$ cat src/rtl/frequency_window_controller.sv
// frequency_window_controller
// Runs the two-tone analyzer through fixed-length measurement windows:
// clear, measure, freeze and capture, classify, then hand the symbol to the
// downstream consumer over a valid/ready handshake.
//
// state   | meaning
// --------+-----------------------------------------------------------
// IDLE    | analyzer off, waiting for start
// CLEAR   | two cycles of analyzer clear (enable held so the clear takes)
// MEASURE | analyzer counting for WINDOW_TICKS cycles
// CAPTURE | analyzer frozen for one cycle, counts latched at its end
// RESULT  | symbol and captured counts presented until accepted
module frequency_window_controller #(
    parameter int unsigned WINDOW_TICKS = 500000,
    parameter int unsigned MIN_TICKS    = 50000
) (
    input  logic        i_clock,
    input  logic        i_clear,
    input  logic        i_start,
    input  logic        i_continuous,
    input  logic        i_abort,
    output logic        o_analyzer_enable,
    output logic        o_analyzer_clear,
    input  logic [31:0] i_f1_value,
    input  logic [31:0] i_f2_value,
    output logic        o_result_valid,
    input  logic        i_result_ready,
    output logic [1:0]  o_symbol,
    output logic [31:0] o_f1_captured,
    output logic [31:0] o_f2_captured,
    output logic        o_busy
);

    // Counter must be able to hold WINDOW_TICKS itself (it increments on the
    // last measure cycle as well).
    localparam int CW = (WINDOW_TICKS > 1) ? $clog2(WINDOW_TICKS + 1) : 1;
    localparam logic [CW-1:0] WIN_LAST = CW'(WINDOW_TICKS - 1);
    localparam logic [31:0]   MIN_VAL  = 32'(MIN_TICKS);

    typedef enum logic [2:0] {
        IDLE    = 3'd0,
        CLEAR   = 3'd1,
        MEASURE = 3'd2,
        CAPTURE = 3'd3,
        RESULT  = 3'd4
    } state_t;

    state_t         r_state;
    logic           r_clr_phase;
    logic [CW-1:0]  r_win_cnt;
    logic           r_enable;
    logic           r_an_clear;
    logic           r_valid;
    logic           r_busy;
    logic [1:0]     r_symbol;
    logic [31:0]    r_f1_cap;
    logic [31:0]    r_f2_cap;

    logic           w_f1_wins;
    logic           w_f2_wins;
    logic [1:0]     w_symbol;

    // Classification of the live analyzer counts; ties and sub-threshold
    // counts resolve to "no tone".
    always_comb begin
        w_f1_wins = (i_f1_value >= MIN_VAL) && (i_f1_value > i_f2_value);
        w_f2_wins = (i_f2_value >= MIN_VAL) && (i_f2_value > i_f1_value);
        w_symbol  = 2'd0;
        if (w_f1_wins) begin
            w_symbol = 2'd1;
        end else if (w_f2_wins) begin
            w_symbol = 2'd2;
        end
    end

    // Window sequencer with registered outputs; abort overrides everything.
    always_ff @(posedge i_clock or posedge i_clear) begin
        if (i_clear) begin
            r_state     <= IDLE;
            r_clr_phase <= 1'b0;
            r_win_cnt   <= '0;
            r_enable    <= 1'b0;
            r_an_clear  <= 1'b0;
            r_valid     <= 1'b0;
            r_busy      <= 1'b0;
            r_symbol    <= 2'd0;
            r_f1_cap    <= 32'd0;
            r_f2_cap    <= 32'd0;
        end else if (i_abort) begin
            // Captured values and symbol are kept; only the handshake drops.
            r_state     <= IDLE;
            r_clr_phase <= 1'b0;
            r_enable    <= 1'b0;
            r_an_clear  <= 1'b0;
            r_valid     <= 1'b0;
            r_busy      <= 1'b0;
        end else begin
            case (r_state)
                IDLE: begin
                    if (i_start) begin
                        r_state     <= CLEAR;
                        r_clr_phase <= 1'b0;
                        r_win_cnt   <= '0;
                        r_enable    <= 1'b1;
                        r_an_clear  <= 1'b1;
                        r_busy      <= 1'b1;
                    end
                end
                CLEAR: begin
                    r_win_cnt <= '0;
                    if (!r_clr_phase) begin
                        r_clr_phase <= 1'b1;
                    end else begin
                        r_state    <= MEASURE;
                        r_an_clear <= 1'b0;
                    end
                end
                MEASURE: begin
                    r_win_cnt <= r_win_cnt + 1'b1;
                    if (r_win_cnt == WIN_LAST) begin
                        r_state  <= CAPTURE;
                        r_enable <= 1'b0;
                    end
                end
                CAPTURE: begin
                    r_f1_cap <= i_f1_value;
                    r_f2_cap <= i_f2_value;
                    r_symbol <= w_symbol;
                    r_valid  <= 1'b1;
                    r_state  <= RESULT;
                end
                RESULT: begin
                    if (r_valid && i_result_ready) begin
                        r_valid <= 1'b0;
                        if (i_continuous) begin
                            r_state     <= CLEAR;
                            r_clr_phase <= 1'b0;
                            r_win_cnt   <= '0;
                            r_enable    <= 1'b1;
                            r_an_clear  <= 1'b1;
                        end else begin
                            r_state <= IDLE;
                            r_busy  <= 1'b0;
                        end
                    end
                end
                default: begin
                    r_state    <= IDLE;
                    r_enable   <= 1'b0;
                    r_an_clear <= 1'b0;
                    r_valid    <= 1'b0;
                    r_busy     <= 1'b0;
                end
            endcase
        end
    end

    assign o_analyzer_enable = r_enable;
    assign o_analyzer_clear  = r_an_clear;
    assign o_result_valid    = r_valid;
    assign o_symbol          = r_symbol;
    assign o_f1_captured     = r_f1_cap;
    assign o_f2_captured     = r_f2_cap;
    assign o_busy            = r_busy;

endmodule

$ cat config.mk
export PLATFORM = sky130hd
export DESIGN_NAME = frequency_window_controller
export DESIGN_NICKNAME = d
export VERILOG_FILES = /design/src/rtl/frequency_window_controller.sv
export SDC_FILE = /design/constraint.sdc
export NUM_CORES = 1
export LEC_CHECK = 0
export ABC_CLOCK_PERIOD_IN_PS = 7280
export CAP_MARGIN = 20
export CELL_PAD_IN_SITES_DETAIL_PLACEMENT = 2
export CELL_PAD_IN_SITES_GLOBAL_PLACEMENT = 2
export CORE_UTILIZATION = 30
export CTS_CLUSTER_DIAMETER = 40
export DETAILED_ROUTE_END_ITERATION = 7
export PLACE_DENSITY = 0.95
export SLEW_MARGIN = 20
export SYNTH_ARGS = -nofsm -noshare
export SYNTH_HDL_FRONTEND = slang
export SYNTH_SLANG_ARGS = --single-unit
$ cat constraint.sdc
create_clock -name i_clock -period 7.28 [get_ports i_clock]
set_clock_uncertainty 0.1 [all_clocks]
set_input_delay 1.456 -clock i_clock [delete_from_list [all_inputs] [get_ports i_clock]]
set_output_delay 1.456 -clock i_clock [all_outputs]
set_load 0.01 [all_outputs]
==> flow_summary.html <==
<table>
<tr><th>Metric</th><th>Value</th></tr>
<tr><th colspan="2">Logic synthesis</th></tr>
<tr><td>Synth Register Bits</td><td>93</td></tr>
<tr><td>Fraction of registers with async set/reset</td><td>100%</td></tr>
<tr><td>Number of enable-type register cells in the synthesized netlist</td><td>0</td></tr>
<tr><td>Yosys top cell area share</td><td>48.0%</td></tr>
<tr><td>Library cell with the highest instance count after synthesis</td><td>sky130_fd_sc_hd__nand2_1</td></tr>
<tr><td>Cell area after synthesis</td><td>4850 sq um</td></tr>
<tr><td>Yosys synthesis warning count</td><td>0</td></tr>
<tr><td>Cell taking the most area after synthesis</td><td>sky130_fd_sc_hd__dfrtp_1</td></tr>
<tr><td>Seq/Total Area, Yosys</td><td>48.0%</td></tr>
<tr><td>Main area contributors after synthesis</td><td>sky130_fd_sc_hd__dfrtp_1 (48%), sky130_fd_sc_hd__nand2_1 (12%), sky130_fd_sc_hd__ha_1 (8.5%)</td></tr>
<tr><td>Leading cell types by count after synthesis</td><td>sky130_fd_sc_hd__nand2_1 (156), sky130_fd_sc_hd__dfrtp_1 (93), sky130_fd_sc_hd__o21ai_0 (71), sky130_fd_sc_hd__inv_1 (35), sky130_fd_sc_hd__ha_1 (33)</td></tr>
<tr><td>Number of nets produced by synthesis</td><td>666</td></tr>
<tr><td>Number of instances in the synthesized netlist</td><td>563</td></tr>
<tr><td>Number of distinct library cells after synthesis</td><td>47</td></tr>
<tr><td>Dominant register cell in the synthesized netlist</td><td>sky130_fd_sc_hd__dfrtp_1</td></tr>
<tr><td>Post-Synthesis Mean Instance Area</td><td>8.62 sq um</td></tr>
<tr><th colspan="2">Final layout</th></tr>
<tr><td>Design Area, Final</td><td>6760 sq um</td></tr>
<tr><td>Number of nets in the final layout</td><td>793</td></tr>
<tr><td>Area of the multi-input gates</td><td>2290 sq um</td></tr>
<tr><td>Storage cell area</td><td>2330 sq um</td></tr>
<tr><td># diodes</td><td>0</td></tr>
<tr><td>Fillers</td><td>1680</td></tr>
<tr><td>Fraction of final layout cells with drive strength greater than 1</td><td>4.60%</td></tr>
<tr><td>Non-filler instance count after layout</td><td>911</td></tr>
<tr><td>Area added between synthesis and finish</td><td>39.2%</td></tr>
<tr><th colspan="2">GRT</th></tr>
<tr><td>Overflow left after global routing</td><td>0</td></tr>
<tr><td>Number of global-route vias before repair</td><td>5683</td></tr>
<tr><td>Maximum number of pins on one net before global-route repair</td><td>101</td></tr>
<tr><td>Global-route usage over all layers</td><td>26.0%</td></tr>
<tr><td>First-pass GRT wire length</td><td>32.2 mm</td></tr>
<tr><td>Number of antenna violations at the first check in global routing</td><td>0</td></tr>
<tr><th colspan="2">Power and ir drop</th></tr>
<tr><td>Pwr dens</td><td>310 nW/um^2</td></tr>
<tr><td>Leakage</td><td>3.10 nW</td></tr>
<tr><td>Worst IR Drop VDD</td><td>0.149 mV</td></tr>
<tr><td>Power Total</td><td>0.00210 W</td></tr>
<tr><th colspan="2">Place</th></tr>
<tr><td>Weighted congestion at the end of routability-driven global placement</td><td>0.802</td></tr>
<tr><td>Total placed cells including tap cells</td><td>894</td></tr>
<tr><td>Half-perimeter wire length of the detailed placement result</td><td>14.0 mm</td></tr>
<tr><td>Standard cell area after detailed placement</td><td>6430 sq um</td></tr>
<tr><td>Input/output buffers</td><td>139</td></tr>
<tr><td>Worst-case setup slack after placement</td><td>3010 ps</td></tr>
<tr><th colspan="2">Floorplanning</th></tr>
<tr><td>I/O pins</td><td>140</td></tr>
<tr><td>FP Rows</td><td>46</td></tr>
<tr><td>Horizontal die dimension</td><td>129 um</td></tr>
<tr><td>Initial standard-cell utilization of the core</td><td>30.7%</td></tr>
<tr><td>Area enclosed by the die boundary</td><td>16700 sq um</td></tr>
<tr><td>Vertical die dimension</td><td>129 um</td></tr>
<tr><td>Area of the core region</td><td>15800 sq um</td></tr>
<tr><th colspan="2">STA</th></tr>
<tr><td>Number of hold-slack violations in the final timing report</td><td>0</td></tr>
<tr><td>Final Worst Setup Slack</td><td>3590 ps</td></tr>
<tr><td>Crit share post-route</td><td>50.7%</td></tr>
<tr><td>Relative max-transition margin</td><td>34.4%</td></tr>
<tr><td>Fmax</td><td>271 MHz</td></tr>
<tr><td>Final-report setup violation count</td><td>0</td></tr>
<tr><td>Min cycle time layout</td><td>3690 ps</td></tr>
<tr><td>Final sum of negative setup slack</td><td>0 ps</td></tr>
<tr><td>Transition at the pin with the smallest max-transition slack</td><td>978 ps</td></tr>
<tr><td>Setup repair after global routing missed its margin</td><td>false</td></tr>
<tr><td>Number of pins with negative max-slew slack in the final report</td><td>0</td></tr>
<tr><th colspan="2">Detailed routing</th></tr>
<tr><td>Final WL</td><td>21.1 mm</td></tr>
<tr><td>Met2 WL post-DR</td><td>11.1 mm</td></tr>
<tr><td>Number of DRC markers in iteration 0</td><td>158</td></tr>
<tr><td>Detailed-route vias per instance</td><td>5.35</td></tr>
<tr><td>Average wire per standard cell</td><td>23.1 um</td></tr>
<tr><td>Residual antenna-violating net count after detailed routing</td><td>0</td></tr>
<tr><td>Routed wl met3</td><td>1.27 mm</td></tr>
<tr><td>First-pass iteration count of the detailed router</td><td>4</td></tr>
<tr><td>Length of routed wiring on met1</td><td>7.95 mm</td></tr>
<tr><td>Uppermost layer routed</td><td>met4</td></tr>
<tr><td>DRC violation count after routing</td><td>0</td></tr>
<tr><td>Vias</td><td>4872</td></tr>
<tr><th colspan="2">Flow run</th></tr>
<tr><td>Number of maximum-capacitance constraint violations</td><td>0</td></tr>
<tr><th colspan="2">CTS</th></tr>
<tr><td>Max Buffers Root-to-Sink</td><td>2</td></tr>
<tr><td>Number of buffers created by CTS</td><td>9</td></tr>
<tr><td>Post-cts resize count</td><td>0</td></tr>
<tr><td>H-tree levels</td><td>3</td></tr>
<tr><td>Clk slew on worst S/H paths</td><td>70 ps</td></tr>
<tr><td>CTS root buf</td><td>sky130_fd_sc_hd__clkbuf_16</td></tr>
<tr><td>Clock sinks</td><td>93</td></tr>
<tr><td>TritonCTS clock tree</td><td>built</td></tr>
<tr><td>Number of buffers added to fix hold violations after cts</td><td>0</td></tr>
<tr><td>Clk Latency, worst-skew pair</td><td>360 ps</td></tr>
<tr><td>Number of buffers inserted by post-CTS setup repair</td><td>0</td></tr>
<tr><th colspan="2">Min path</th></tr>
<tr><td>Hold WC Path Type</td><td>register to register</td></tr>
<tr><th colspan="2">Worst setup path</th></tr>
<tr><td>Crit path required time</td><td>7420 ps</td></tr>
<tr><td>Crit end category</td><td>register</td></tr>
<tr><td>Critical path launch point type</td><td>input port</td></tr>
<tr><td>Critical path type</td><td>input port to register</td></tr>
<tr><td>Arr. time, crit path</td><td>3830 ps</td></tr>
<tr><td>Critical Path Fanout Max</td><td>3</td></tr>
<tr><th colspan="2">Status</th></tr>
<tr><td>Run status</td><td>finished, final reports clean</td></tr>
</table>
## state kept, by name, indices dropped and copies added, names as in the netlist
name,flops
o_analyzer_enable,1
r_clr_phase,1
o_f1_captured,32
o_analyzer_clear,1
o_busy,1
o_symbol,2
o_result_valid,1
r_state,3
r_win_cnt,19
o_f2_captured,32
## through the flow
| step | utilization, % | hold WS (ps) |
|---|---|---|
| final | 42.7 | 398 |
| after global routing | 42.7 | 424 |
| after CTS | 42.5 | 409 |
| after detailed placement | 40.6 | 368 |
| after global placement | 40.6 | 362 |
| after floorplan | - | 341 |
## critical path: stages
cell                              delay (ps)
sky130_fd_sc_hd__clkdlybuf4s50_1         560
sky130_fd_sc_hd__inv_1                   110
sky130_fd_sc_hd__ha_1                    350
sky130_fd_sc_hd__a21oi_1                 170
sky130_fd_sc_hd__o21ai_0                 180
sky130_fd_sc_hd__a221o_1                 320
sky130_fd_sc_hd__or3_1                   380
sky130_fd_sc_hd__a21oi_1                 200
sky130_fd_sc_hd__o21ai_0                 100
## worst paths after layout
check | end | cells after the start | slack, ps | startpoint
worst min register to register | o_f2_captured[27] | 2 | 400 | o_f2_captured[27]
max in group asynchronous | r_win_cnt[15] | 3 | 4540 | i_clear
worst max register to register | r_win_cnt[6] | 6 | 4750 | r_state[2]
min in group asynchronous | o_f1_captured[26] | 2 | 1350 | i_clear
worst min-delay path | o_f2_captured[27] | 2 | 400 | o_f2_captured[27]
worst max-delay path | o_symbol[1] | 9 | 3590 | i_f1_value[7]
## kinds of logic after synthesis
| logic type | synth area share, % |
|---|---|
| AO/OA/AOI/OAI | 14.6 |
| adder cells (fa/ha/maj) | 8.51 |
| buffers and inverters | 5.18 |
| flip-flops | 48.0 |
| multiplexers | 0.206 |
| AND/OR/NAND/NOR | 23.5 |
## cells in the final DEF, fill, tap and decap left out, drive strengths merged, types with 2 or more instances in the layout
master / netlist / layout
and4: 3 / 3
o21ai: 77 / 77
nor4: 14 / 14
ha: 33 / 33
clkinv: 0 / 3
or3: 2 / 2
and3: 7 / 7
o211ai: 4 / 4
nor2b: 4 / 4
nand3: 13 / 13
buf: 14 / 3
inv: 35 / 36
nand4: 14 / 14
a21oi: 23 / 23
dfrtp: 93 / 93
nor4b: 2 / 2
o31ai: 4 / 4
or2: 3 / 3
clkdlybuf4s50: 0 / 139
nor2: 19 / 19
nor3: 7 / 7
a31oi: 7 / 7
a22o: 2 / 2
nand2: 156 / 156
clkbuf: 12 / 10
## final cells by class
cell class | instances | share of cell area [%]
clock buffers | 10 | 3.54
inverters | 35 | 1.98
clock inverters | 6 | 0.907
multi-input cells | 409 | 33.9
well taps | 216 | 4.00
repair buffers | 142 | 21.2
flip-flops and latches | 93 | 34.4
## layer usage
layer,vias up,global-route usage (%)
met5,-,0
met4,0,11.9
met3,51,7.60
li1,2188,-
met2,151,47.6
met1,2482,27.3
## report_power, final
group / switching (W) / leakage (nW) / internal [W]
Combinational: 0.000397 / 1.73 / 0.000387
Sequential: 0.000136 / 1.22 / 0.000676
Clock: 0.000224 / 0.149 / 0.000275
Total: 0.000758 / 3.10 / 0.00134
(Power assumes the default switching activity.)
